[src/rtl/nn_pkg.sv]
// Shared definitions for the neural-net readout blocks: default layer
// geometry, the argmax controller state encoding, and an index-width helper.
package nn_pkg;

    localparam int DEFAULT_WIDTH       = 16;
    localparam int DEFAULT_OUTPUT_SIZE = 10;

    typedef enum logic [1:0] {
        IDLE = 2'd0,
        SCAN = 2'd1,
        DONE = 2'd2
    } argmax_state_t;

    // Width of an index into an n-entry vector; never narrower than one bit.
    function automatic int idx_width(input int n);
        return (n > 1) ? $clog2(n) : 1;
    endfunction

endpackage

[src/rtl/score_cmp.sv]
// Signed magnitude comparator: a_gt_b is high when a > b as two's complement.
module score_cmp #(
    parameter int WIDTH = 16
) (
    input  logic [WIDTH-1:0] a,
    input  logic [WIDTH-1:0] b,
    output logic             a_gt_b
);

    // Strict greater-than so equal scores never displace the earlier winner.
    assign a_gt_b = $signed(a) > $signed(b);

endmodule

[src/rtl/layer_argmax_reader.sv]
// Argmax readout of a dense-layer output vector. A vector is captured in one
// cycle, scanned one entry per cycle, and the winning index/value is held
// behind a valid/ready handshake until downstream takes it.
module layer_argmax_reader
    import nn_pkg::*;
#(
    parameter int OUTPUT_SIZE = DEFAULT_OUTPUT_SIZE,
    parameter int WIDTH       = DEFAULT_WIDTH,
    localparam int IDXW       = idx_width(OUTPUT_SIZE)
) (
    input  logic             clk,
    input  logic             rst,
    input  logic [WIDTH-1:0] scores [OUTPUT_SIZE],
    input  logic             in_valid,
    output logic             in_ready,
    output logic [IDXW-1:0]  class_idx,
    output logic [WIDTH-1:0] max_val,
    output logic             out_valid,
    input  logic             out_ready
);

    localparam logic [IDXW-1:0] LAST_IDX = IDXW'(OUTPUT_SIZE - 1);
    localparam logic [IDXW-1:0] FIRST_SCAN_IDX = IDXW'(1);

    argmax_state_t    state_q;
    argmax_state_t    state_d;
    logic [WIDTH-1:0] score_buf [OUTPUT_SIZE];
    logic [IDXW-1:0]  scan_idx;
    logic [IDXW-1:0]  best_idx;
    logic [WIDTH-1:0] best_val;
    logic [WIDTH-1:0] cur_score;
    logic             cur_gt_best;
    logic             accept;
    logic             scan_last;

    assign accept    = (state_q == IDLE) && in_valid;
    assign scan_last = (scan_idx == LAST_IDX);
    assign cur_score = score_buf[scan_idx];

    score_cmp #(.WIDTH(WIDTH)) u_cmp (
        .a      (cur_score),
        .b      (best_val),
        .a_gt_b (cur_gt_best)
    );

    // State register; reset wins over any handshake in the same cycle.
    always_ff @(posedge clk) begin
        // NOTE: sequential state uses non-blocking (<=) so every register
        // samples pre-edge values regardless of block ordering.
        if (rst) state_q <= IDLE;
        else     state_q <= state_d;
    end

    // Next-state decode.
    always_comb begin
        // NOTE: default assignment first so no path leaves state_d unassigned,
        // which would otherwise infer a latch.
        state_d = state_q;
        case (state_q)
            IDLE:    if (in_valid)  state_d = SCAN;
            SCAN:    if (scan_last) state_d = DONE;
            DONE:    if (out_ready) state_d = IDLE;
            default:                state_d = IDLE;
        endcase
    end

    // Handshake outputs decoded from the state register only.
    always_comb begin
        in_ready  = (state_q == IDLE);
        out_valid = (state_q == DONE);
    end

    // Snapshot of the input vector taken only on the accepting edge.
    always_ff @(posedge clk) begin
        // NOTE: the buffer is deliberately not reset; its contents are only
        // read after a fresh capture, and leaving it out keeps it a plain RAM.
        if (accept) begin
            for (int i = 0; i < OUTPUT_SIZE; i++) begin
                score_buf[i] <= scores[i];
            end
        end
    end

    // Scan datapath: running best, index counter and the published result.
    always_ff @(posedge clk) begin
        if (rst) begin
            scan_idx  <= '0;
            best_idx  <= '0;
            best_val  <= '0;
            class_idx <= '0;
            max_val   <= '0;
        end else begin
            case (state_q)
                IDLE: begin
                    if (in_valid) begin
                        best_val <= scores[0];
                        best_idx <= '0;
                        scan_idx <= FIRST_SCAN_IDX;
                    end
                end
                SCAN: begin
                    if (cur_gt_best) begin
                        best_val <= cur_score;
                        best_idx <= scan_idx;
                    end
                    if (scan_last) begin
                        class_idx <= cur_gt_best ? scan_idx  : best_idx;
                        max_val   <= cur_gt_best ? cur_score : best_val;
                        scan_idx  <= '0;
                    end else begin
                        scan_idx <= scan_idx + FIRST_SCAN_IDX;
                    end
                end
                default: ;
            endcase
        end
    end

endmodule

[config.mk]
export PLATFORM = sky130hd
export DESIGN_NAME = layer_argmax_reader
export DESIGN_NICKNAME = d
export VERILOG_FILES = /design/src/rtl/nn_pkg.sv /design/src/rtl/score_cmp.sv /design/src/rtl/layer_argmax_reader.sv
export SDC_FILE = /design/constraint.sdc
export NUM_CORES = 1
export LEC_CHECK = 0
export ABC_AREA = 1
export CORE_AREA = 2 2 105 208
export DETAILED_ROUTE_END_ITERATION = 8
export DIE_AREA = 0 0 107 210
export PLACE_DENSITY = 0.7
export SLEW_MARGIN = 20
export SYNTH_ARGS = -nofsm -noshare
export SYNTH_HDL_FRONTEND = slang
export SYNTH_SLANG_ARGS = --single-unit
export TNS_END_PERCENT = 100
[constraint.sdc]
create_clock -name clk -period 5.3 [get_ports clk]
set_input_delay 0.795 -clock clk [delete_from_list [all_inputs] [get_ports clk]]
set_output_delay 0.795 -clock clk [all_outputs]
set_load 0.02 [all_outputs]
# Word-level counts from Yosys, hierarchy flattened
# Memories as Yosys holds them, arrays and structs flattened. A register that Yosys moved wholly into a read port is not among the register bits.
# Cells that the tools add are included.
[op_classes]
n_mux = 17
n_eq_ne = 6
magnitude_cmp = 1
add_sub_neg = 1
reduce_logical = 6
[ops]
columns = ["operator", "count"]
rows = [
  ["16-bit 2-to-1 mux", 2],
  ["16-bit case mux with 2 select lines", 1],
  ["4-bit 2-to-1 mux", 6],
  ["16-bit greater-than comparator", 1],
  ["4-bit case mux with 2 select lines", 2],
  ["2-bit 2-to-1 mux", 3],
  ["2-bit case mux with 3 select lines", 1],
  ["4-bit by 1-bit adder with 4-bit output (second input constant)", 1],
  ["4-bit equality test (second input constant)", 1],
  ["2-bit != test (second input constant)", 2],
  ["2-bit AND reduction", 2],
  ["3-bit AND reduction", 1],
  ["2-bit by 1-bit equality test with 1-bit output (second input constant)", 1],
  ["2-bit equality test (second input constant)", 1],
  ["2-bit zero test", 1],
  ["1-bit 2-to-1 mux", 2],
  ["2-bit by 1-bit != test with 1-bit output (second input constant)", 1],
  ["2-bit nonzero test", 1],
  ["1-bit logical AND", 1],
]
[word_totals]
ram_bits = 160
ff_bits = 46
memories = 1
wordCells = 38
out_inout_bits = 22
inputBits = 164
[mem_list]
columns = ["name", "words", "width", "rd", "rd_ports_with_merged_regs", "wr", "line_no", "rtl"]
rows = [
  ["score_buf", 10, 16, 1, 1, 10, "layer_argmax_reader.sv:27", "logic [WIDTH-1:0] score_buf [OUTPUT_SIZE];"],
]

# Logic depth before layout (Yosys ltp)
# Gate-level depths: netlist (run 1).
[depth]
ltp_word = 5
depth_mapped = 26
mapped_depth_nobuf = 24

# By module
# A second synthesis (run 1) with hierarchy kept.
[hier_totals]
cells_unflattened = 1002
hier_area_um2 = 9415.3
[by_module_without_submodules]
columns = ["module", "cells_per_inst", "seq_area_each_um2", "n_inst", "area_each_um2"]
rows = [
  ["layer_argmax_reader", 927, 5805.6, 1, 8964.8],
  ["score_cmp", 75, 0.0, 1, 450.4],
]

# Worst setup path before layout (run 1)
# No wires, ideal clock.
[synth_path]
path_kind = "input port to flip-flop"
startpoint = "input port in_valid"
endpoint = "register with a tool-made name"
required_time_ps = 5181
arrival_ps = 4815
path_stages = 6
setup_time_ps = 119
path_slack_ps = 366
path_buffers = 1
cell_sequence = "nand2_1 inv_1 nor2_1 clkbuf_1 o21ai_0 nor2_1"
[synth_lines]
columns = ["item", "line_no", "rtl"]
rows = [
  ["start: declaration", "layer_argmax_reader.sv:14", "input logic in_valid,"],
]

==> results of run 1 <==
-- metal layers --
layer / GRT usage, % / part of all wire (%)
met1: 24.0 / 36
met2: 43.9 / 56
met3: 2.60 / 4.4
met4: 9.67 / 3.9
met5: 0 / 0
-- cell families after synthesis --
kind of cell | Yosys count | share of synthesized area [%]
DFF | 210 | 63.1
and+or+nand+nor | 417 | 19.4
adders and majority gates | 18 | 2.45
AOI/OAI and AO/OA | 138 | 8.75
buffers and inverters | 131 | 6.26
-- through the flow --
step / instances / setup WS, ps / area, um2
final: 1371 / 1090 / 11900
after global routing: 1371 / 763 / 11900
after CTS: 1367 / 1130 / 11900
after detailed placement: 1329 / 1170 / 11200
after global placement: 1329 / 1220 / 11200
after floorplan: 914 / 366 / 9200
-- sequential cells by signal, indices dropped and copies added (netlist names), named ones only --
name / count
best_val: 16
score_buf: 160
best_idx: 4
state_q: 2
scan_idx: 4
max_val: 16
class_idx: 4
-- cells in the final DEF (no fill, tap or decap), drive strengths merged, types with 4 or more instances in the layout --
| master | instances |
|---|---|
| o21ai | 67 |
| nand3 | 94 |
| diode | 4 |
| clkinv | 7 |
| clkdlybuf4s50 | 185 |
| o211ai | 20 |
| nor2 | 132 |
| ha | 18 |
| nand4 | 22 |
| a21oi | 48 |
| buf | 14 |
| inv | 80 |
| clkbuf | 24 |
| edfxtp | 160 |
| dfxtp | 50 |
| nand2 | 167 |
| clkinvlp | 4 |
-- worst max-delay path, cell delays in order, from the launching register on --
cell and delay (ps):
dfxtp_4 650, inv_2 230, buf_4 320, nand2_1 110, nand2_1 70, nand2_1 90
nand3_1 150, nand3_1 120, nand2_1 90, ha_1 300, a21oi_1 200, nand2_1 80
nand2_1 60, nand2_1 40, nand2_1 80, nand2_1 70, nand2_2 300, nand3_2 540
nand2_1 250, nand3_1 100, nand2_1 100, a21oi_2 50
-- power groups by stage --
| stage | clock, uW | sequential (uW) | combinational [uW] |
|---|---|---|---|
| 2_1_floorplan | 0 | 1960 | 450 |
| 3_3_place_gp | 0 | 1970 | 674 |
| 3_5_place_dp | 0 | 1980 | 685 |
| 4_1_cts | 1470 | 1940 | 690 |
| 5_1_grt | 1530 | 1950 | 757 |
| 6_report | 1450 | 1940 | 685 |
-- area by class of cell --
cell class	instances	area, um2
fill	1846	9010
timing repair buffer	199	1970
tap	269	337
inverter	78	298
multi-input combinational	573	2820
antenna	4	10.0
sequential	210	5810
clock inverter	14	126
clock buffer	24	547
-- path summary, 6_finish.rpt --
check | slack, ps | depth (start not counted) | to
min | 470 | 2 | best_idx[0]$_SDFFE_PP0P_
min reg2reg | 470 | 2 | best_idx[0]$_SDFFE_PP0P_
max | 1090 | 21 | best_val[9]$_SDFFE_PP0P_
max reg2reg | 1090 | 21 | best_val[9]$_SDFFE_PP0P_
==> out/metrics.yaml, run 1 <==
clocking:
  insertion_delay_ps: 500
  clk_root_buffer_cell: "clkbuf_16"
  ctsLongestPathBuffers: 3
  cts_hold_repair.buffers: 0
  cts_inserted_buffers: 21
  post_cts_buffers: 0
  cts.reportedPaths.clkPinSlew_ps: 60
  cts_tree: "yes"
  post_cts_resize_count: 0
  cts_sinks: 210
  ctsHtreeMaxLevel: 1
synthesis:
  number_of_warning_messages_in_the_yosys_log: 0
  yosys_register_bits: 210
  synth_area_leaders: "edfxtp_1, dfxtp_1, nand2_1"
  netlist.area_leader.share_pct: 52.2
  yosys_most_used_dff: "edfxtp_1"
  synth.most_common_cell: "edfxtp_1"
  synth_async_sr_flop_share_pct: 0
  yosysSeqAreaShare_pct: 63.1
  synth_cell_types: 27
  synth_common_cells: "edfxtp_1, nand2_1, nor2_1, nand3_1, inv_1"
  synth_edf_count: 160
  synthDominantAreaCellType: "edfxtp_1"
  syn_area_mm2: 0.00920
  post_synth.cell_area_avg_um2: 10.1
  post_syn_instances: 914
  synth_fp_nets: 1096
route:
  wire_per_inst_um: 18.7
  dr_total_vias: 7063
  initialDrtViolationCount: 477
  ant_nets: 0
  drt-total-wl_mm: 25.6
  drt_drc_violations_left: 0
  drt_pass1_iterations: 6
  via_per_inst: 5.15
layout:
  final_core_util_pct: 57.0
  area_growth_syn_to_layout_pct: 29.6
  design.final.nets: 1265
  final_layout_size_suffix_gt1_share_pct: 7.92
power:
  share_comb_of_total_power_pct: 16.8
  power_density_mw_per_mm2: 342
  clockPowerShare_pct: 35.6
  switching_pwr_uw: 1110
  static-leakage-power_uw: 0.00455
  max-vdd-ir-drop_mv: 0.234
  power.sequential.fraction_pct: 47.6
  internal_power_uw: 2960
  report.power.total_uw: 4070
  switching_share_pct: 27.3
timing:
  clock.fmax_mhz: 237
  final_max_slew_viol_count: 0
  worstMarginPinSlew_ps: 950
  setup-violations-final: 0
  relSlewSlack_pct: 36.7
  setup-tns-final_ps: 0
  clock-skew-final_ps: 16.7
  final.min_clock_period_ps: 4210
  final_critical_path_share_of_the_clock_period_pct: 79.4
  tightest_hold_margin_ps: 467
  final-hold-violation-count: 0
  rsz0062_at_grt: "no"
critical_path:
  path_max_fanout: 45
  timing_worst_setup_path_type: "flop to flop"
  crit_path_end_kind: "flop"
  critical_path_required_ps: 5670
  critical_path.startpoint_type: "flop"
  timing.critical_path.arrival_ps: 4590
place:
  port-buffer-count: 185
  gpl.final_weighted_congestion: 0.843
  place_hpwl_mm: 19.0
run:
  max_cap_violations: 0
min_path:
  min-delay-start: "best_idx[0]$_SDFFE_PP0P_"
  hold_class: "flop to flop"
global_route:
  grt_overflow: 0
  number_of_antenna_violations_at_the_first_check_in_global_routing: 4
  first_global_vias: 7208
  grt_start_max_net_pins: 105
  grt_first_pass_wirelength_mm: 38.5
  grt_util_all_layers_pct: 22.6
die:
  core_area_mm2: 0.0209
  io_pins: 186
  initial_core_utilization_pct: 44.0
  die_y_um: 210
  die_area_mm2: 0.0225
  dieWidth_um: 107
  core.rowCount: 75
status:
  status: "complete, no violations"
No activity file was read; power rests on OpenSTA's default activity.
==> run 2, diff against run 1 <==
--- a/config.mk
+++ b/config.mk
@@ -9,7 +9,7 @@
 export CORE_AREA = 2 2 105 208
 export DETAILED_ROUTE_END_ITERATION = 8
 export DIE_AREA = 0 0 107 210
-export PLACE_DENSITY = 0.7
+export PLACE_DENSITY = 0.73
 export SLEW_MARGIN = 20
 export SYNTH_ARGS = -nofsm -noshare
 export SYNTH_HDL_FRONTEND = slang
==> constraint.sdc (replaced) <==
create_clock -name clk -period 3.57 [get_ports clk]
set_input_delay 0.5355 -clock clk [delete_from_list [all_inputs] [get_ports clk]]
set_output_delay 0.5355 -clock clk [all_outputs]
set_load 0.02 [all_outputs]
==> run 2 against run 1 <==
  * Final cell count increased by 0.66%
  * Combinational power increased by 61%
  * Non-clock buffer count up 12
  * Power is 49% higher
  * Global-route usage up 0.77 points
  * Clock power increased by 45%
  * Core utilization increased by 0.77 points
  * Clock skew is 0.78 ps higher
  * Die area stayed put
  * Highest routed layer unchanged
==> out/metrics.yaml, run 2 (synthesized netlist as in run 1, its figures left out) <==
status:
  status: "complete, no violations"
clocking:
  cts_inserted_buffers: 20
  cts.reportedPaths.clkPinSlew_ps: 70
  cts_hold_repair.buffers: 0
  ctsLongestPathBuffers: 3
  ctsHtreeMaxLevel: 1
  post_cts_resize_count: 0
  cts_tree: "yes"
  post_cts_buffers: 0
  cts_sinks: 210
  insertion_delay_ps: 500
  clk_root_buffer_cell: "clkbuf_16"
timing:
  rsz0062_at_grt: "no"
  setup-violations-final: 0
  relSlewSlack_pct: 49.0
  final-hold-violation-count: 0
  final_critical_path_share_of_the_clock_period_pct: 95.1
  tightest_hold_margin_ps: 463
  final_max_slew_viol_count: 0
  worstMarginPinSlew_ps: 765
  clock.fmax_mhz: 294
  final.min_clock_period_ps: 3400
  clock-skew-final_ps: 17.5
power:
  internal_power_uw: 4420
  share_comb_of_total_power_pct: 18.1
  max-vdd-ir-drop_mv: 0.381
  report.power.total_uw: 6070
  power_density_mw_per_mm2: 503
  switching_pwr_uw: 1650
  static-leakage-power_uw: 0.00463
  clockPowerShare_pct: 34.6
  switching_share_pct: 27.1
  power.sequential.fraction_pct: 47.3
global_route:
  use_met3_pct: 3.18
  met2_grt_util_pct: 42.8
  grt_first_pass_wirelength_mm: 39.8
  grt_start_max_net_pins: 56
  grt_overflow: 0
  busiest_layer: "met2"
  grt_util_all_layers_pct: 23.4
  grt.met1_usage_pct: 25.8
  first_global_vias: 7311
  number_of_antenna_violations_at_the_first_check_in_global_routing: 3
run:
  max_cap_violations: 0
die:
  dieWidth_um: 107
  core.rowCount: 75
  initial_core_utilization_pct: 44.0
  core_area_mm2: 0.0209
  die_area_mm2: 0.0225
  die_y_um: 210
  io_pins: 186
critical_path:
  crit_path_end_kind: "flop"
  path_delay_family: "simple AND/OR/NAND/NOR gates"
  timing.critical_path.arrival_ps: 3830
  timing.critical_path.mode_cell: "nand2_1"
  timing_worst_setup_path_type: "flop to flop"
  buf_inv_on_cp: 5
  critical_path.startpoint_type: "flop"
  critical_path_required_ps: 4000
  rrSetupSlack_ps: 170
  cp_slowest_stage_delay_ps: 470
  path_max_fanout: 29
  worstPathCellList: "inv_2 > buf_12 > nand2_1 > nand2_1 > nand2_1 > nand3_1 > nand3_1 > nand2_1 > ha_1 > nand2_1 > inv_1 > nand2_1 > nand2_1 > nand2_1 > nand2_1 > nand2_1 > nand2_1 > nand2_2 > buf_4 > nand4_1 > nand3_1 > o211ai_1 > inv_1"
  crit_slowest_cell: "dfxtp_4"
route:
  initialDrtViolationCount: 455
  via_per_inst: 5.23
  dr_total_vias: 7213
  drt_drc_violations_left: 0
  ant_nets: 0
  drt_pass1_iterations: 5
  drt-total-wl_mm: 26.3
  wire_per_inst_um: 19.0
layout:
  largest_reg_flops: 160
  final_cell_count_no_fill: 1380
  final_common_cell: "clkdlybuf4s50_1"
  biggestRegsByFlops: "score_buf (160), best_val (16), max_val (16)"
  design.final.nets: 1276
  final_layout_size_suffix_gt1_share_pct: 8.94
  area_growth_syn_to_layout_pct: 31.4
  largest_register: "score_buf"
  final_cell_mix: "clkdlybuf4s50_1, edfxtp_1, nand2_1"
place:
  numPlacedInstances: 1341
  place_hpwl_mm: 19.5
  gpl.final_weighted_congestion: 0.900
  port-buffer-count: 185
min_path:
  hold_class: "flop to flop"
[run 2: changes by cell type in the layout (fill, tap and decap cells not counted), moves of 2 or more]
cell | before | now
buf_12 | 1 | 6
buf_4 | 13 | 19
clkbuf_1 | 2 | 4
clkinv_2 | 2 | 5
clkinv_4 | 4 | 0
clkinvlp_4 | 4 | 2
inv_4 | 0 | 2
inv_6 | 3 | 1
[run 2: layer usage]
metal | up-vias | share of wire [%]
li1 | 3488 | -
met1 | 3402 | 35
met2 | 256 | 53
met3 | 67 | 5.6
met4 | 0 | 5.5
met5 | - | 0
[run 2: stage by stage]
stage | instance area [um2] | setup WS (ps) | TNS, ps | util, %
after global placement | 11400 | 231 | 0 | 54.5
after detailed placement | 11400 | 137 | 0 | 54.5
after floorplan | 9240 | -107 | -2340 | -
final | 12100 | 174 | 0 | 57.7
after global routing | 12100 | 10.4 | 0 | 57.7
after CTS | 12100 | 81.6 | 0 | 57.6
[run 2: area by class of cell]
cell class              instances  area (um2)
well taps                     269         337
flip-flops and latches        210        5810
repair buffers                211        2130
clock inverters                10        88.8
diodes                          3        7.51
inverters                      78         299
fillers                      1755        8840
clock buffers                  26         554
multi-input cells             573        2860
[run 2: worst paths after layout]
kind                            startpoint                  endpoint  cells past startpoint
setup / recovery                      flop   max_val[7]$_SDFFE_PP0P_                     23
hold / removal    best_idx[1]$_SDFFE_PP0P_  best_idx[1]$_SDFFE_PP0P_                      2
setup reg to reg                      flop   max_val[7]$_SDFFE_PP0P_                     23
hold reg to reg   best_idx[1]$_SDFFE_PP0P_  best_idx[1]$_SDFFE_PP0P_                      2
[run 2: tightest hold or removal path, stage by stage, from the launching register on]
cell	delay, ps
dfxtp_1	310
nand2_1	60
a21oi_1	50
[run 2: power by group through the flow]
| stage | Clock (uW) | Sequential, uW | Combinational, uW |
|---|---|---|---|
| CTS | 2140 | 2870 | 1090 |
| finish | 2100 | 2870 | 1100 |
| global placement | 0 | 2920 | 1060 |
| detailed placement | 0 | 2920 | 1080 |
| global route | 2230 | 2880 | 1210 |
| floorplan | 0 | 2900 | 675 |
==> run 3, diff against run 2 <==
--- a/config.mk
+++ b/config.mk
@@ -6,10 +6,10 @@
 export NUM_CORES = 1
 export LEC_CHECK = 0
 export ABC_AREA = 1
-export CORE_AREA = 2 2 105 208
+export CORE_AREA = 2 2 188 116
 export DETAILED_ROUTE_END_ITERATION = 8
-export DIE_AREA = 0 0 107 210
-export PLACE_DENSITY = 0.73
+export DIE_AREA = 0 0 190 118
+export PLACE_DENSITY = 0.74
 export SLEW_MARGIN = 20
 export SYNTH_ARGS = -nofsm -noshare
 export SYNTH_HDL_FRONTEND = slang
==> run 3 against run 2 <==
  * Clock power up 3%
  * Die area down 0.22%
  * Cell area down 0.12%
  * Sequential share of layout area up 0.060 points
  * First-iteration DRC count up 54%
  * Sequential power about the same
  * Clock skew down 4.2 ps
  * Final cell count up 0.14%
  * Wire length down 4.1%
  * Register-to-register slack better by 160 ps
  * Count of clock-buffer cells in the layout up 3
  * Worst hold slack worse by 2.0 ps
  * Critical path type unchanged
  * Largest cell class unchanged
  * Highest routed layer unchanged
==> out/metrics.yaml, run 3 (synthesized netlist as in run 1, its figures left out) <==
timing:
  worstMarginPinSlew_ps: 598
  clock.fmax_mhz: 309
  relSlewSlack_pct: 59.7
  clock-skew-final_ps: 13.3
  rsz0062_at_grt: "no"
  final_critical_path_share_of_the_clock_period_pct: 90.7
  setup-tns-final_ps: 0
  final_max_slew_viol_count: 0
  setup-violations-final: 0
  final.min_clock_period_ps: 3240
  final-hold-violation-count: 0
clocking:
  post_cts_resize_count: 0
  cts_inserted_buffers: 20
  cts.reportedPaths.clkPinSlew_ps: 60
  ctsLongestPathBuffers: 3
  ctsHtreeMaxLevel: 1
  cts_sinks: 210
  post_cts_buffers: 0
  insertion_delay_ps: 500
  cts_tree: "yes"
  cts_hold_repair.buffers: 0
  clk_root_buffer_cell: "clkbuf_16"
global_route:
  grt_overflow: 0
  first_global_vias: 6845
  grt_util_all_layers_pct: 22.3
  grt_first_pass_wirelength_mm: 38.4
  grt_start_max_net_pins: 101
  number_of_antenna_violations_at_the_first_check_in_global_routing: 0
die:
  dieWidth_um: 190
  die_area_mm2: 0.0224
  die_y_um: 118
  core_area_mm2: 0.0207
  io_pins: 186
  core.rowCount: 41
  initial_core_utilization_pct: 44.5
layout:
  biggestRegsByFlops: "score_buf (160), best_val (16), max_val (16)"
  largest_register: "score_buf"
  largest_reg_flops: 160
  final_common_cell: "clkdlybuf4s50_1"
  antenna_cells_inserted: 0
  final_cell_mix: "clkdlybuf4s50_1, edfxtp_1, nand2_1"
  area_growth_syn_to_layout_pct: 31.2
  final_layout_size_suffix_gt1_share_pct: 7.98
  design.final.nets: 1272
  final_cell_count_no_fill: 1382
place:
  numPlacedInstances: 1347
  port-buffer-count: 185
  place_hpwl_mm: 18.1
  gpl.final_weighted_congestion: 0.881
route:
  initialDrtViolationCount: 700
  drt-total-wl_mm: 25.2
  drt_drc_violations_left: 0
  drt_pass1_iterations: 6
  dr_total_vias: 7153
  wire_per_inst_um: 18.2
  ant_nets: 0
  via_per_inst: 5.18
run:
  max_cap_violations: 0
power:
  static-leakage-power_uw: 0.00462
  power_density_mw_per_mm2: 506
  max-vdd-ir-drop_mv: 0.398
min_path:
  hold_class: "flop to flop"
  timing.hold.worst_path_depth: 2
critical_path:
  timing_worst_setup_path_type: "flop to flop"
  r2r_end: "best_val[14]$_SDFFE_PP0P_"
  critPathCapture: "best_val[14]$_SDFFE_PP0P_"
  crit_path_end_kind: "flop"
  critical_path.startpoint_type: "flop"
  path_max_fanout: 100
  critical_path_required_ps: 4000
  rrSetupSlack_ps: 330
  timing.critical_path.arrival_ps: 3670
  reg2regPathDepth: 20
status:
  status: "complete, no violations"
-- run 3: metrics by stage --
step | hold WS [ps] | worst slack [ps] | area, um2 | total power (uW) | utilization (%)
floorplan | 440 | -107 | 9240 | 3580 | -
CTS | 462 | 377 | 12100 | 6130 | 58.4
detailed placement | 453 | 395 | 11400 | 3980 | 55.2
global placement | 448 | 495 | 11400 | 3950 | 55.2
global route | 486 | 69.9 | 12100 | 6360 | 58.4
finish | 461 | 332 | 12100 | 6100 | 58.4
-- run 3: how the worst min path moves through the flow --
| stage | start | to | slack (ps) |
|---|---|---|---|
| after floorplan | best_idx[1]$_SDFFE_PP0P_ | best_idx[1]$_SDFFE_PP0P_ | 440 |
| after global routing | best_idx[0]$_SDFFE_PP0P_ | best_idx[0]$_SDFFE_PP0P_ | 490 |
| final | best_idx[0]$_SDFFE_PP0P_ | best_idx[0]$_SDFFE_PP0P_ | 460 |
| after detailed placement | best_idx[0]$_SDFFE_PP0P_ | best_idx[0]$_SDFFE_PP0P_ | 450 |
| after global placement | best_idx[1]$_SDFFE_PP0P_ | best_idx[1]$_SDFFE_PP0P_ | 450 |
| after CTS | best_idx[0]$_SDFFE_PP0P_ | best_idx[0]$_SDFFE_PP0P_ | 460 |
-- run 3: layout make-up --
cell class	instances	area (um2)
clock buffer	29	586
clock inverter	6	76.3
fill	1706	8610
inverter	78	297
multi-input combinational	573	2850
sequential	210	5810
tap	279	349
timing repair buffer	207	2100
-- run 3: where the power goes --
group	leakage, uW	switching [uW]	internal, uW
Sequential	0.00194	60.3	2800
Combinational	0.00236	657	427
Clock	0.000323	878	1280
-- run 3: per-layer routing --
layer / wire (um) / global-route usage (%)
met5: 0 / 0
met4: 438 / 4.51
met3: 2150 / 4.26
met2: 10400 / 31.9
met1: 12200 / 35.1
-- run 3: worst max-delay path, cell delays in order, from the launching register on --
cell and delay (ps):
dfxtp_4 360, buf_12 350, a21oi_1 120, o21ai_0 120, nand3_1 240, nand3_1 140
nand2_1 110, ha_1 300, nand2_1 80, nor2_1 150, nand2_1 70, nand2_1 60
nand2_1 70, nand2_1 90, nand2_2 60, nand3_2 140, buf_4 310, nand2_1 120
nand3_1 90, nand2_1 50, a21oi_1 120
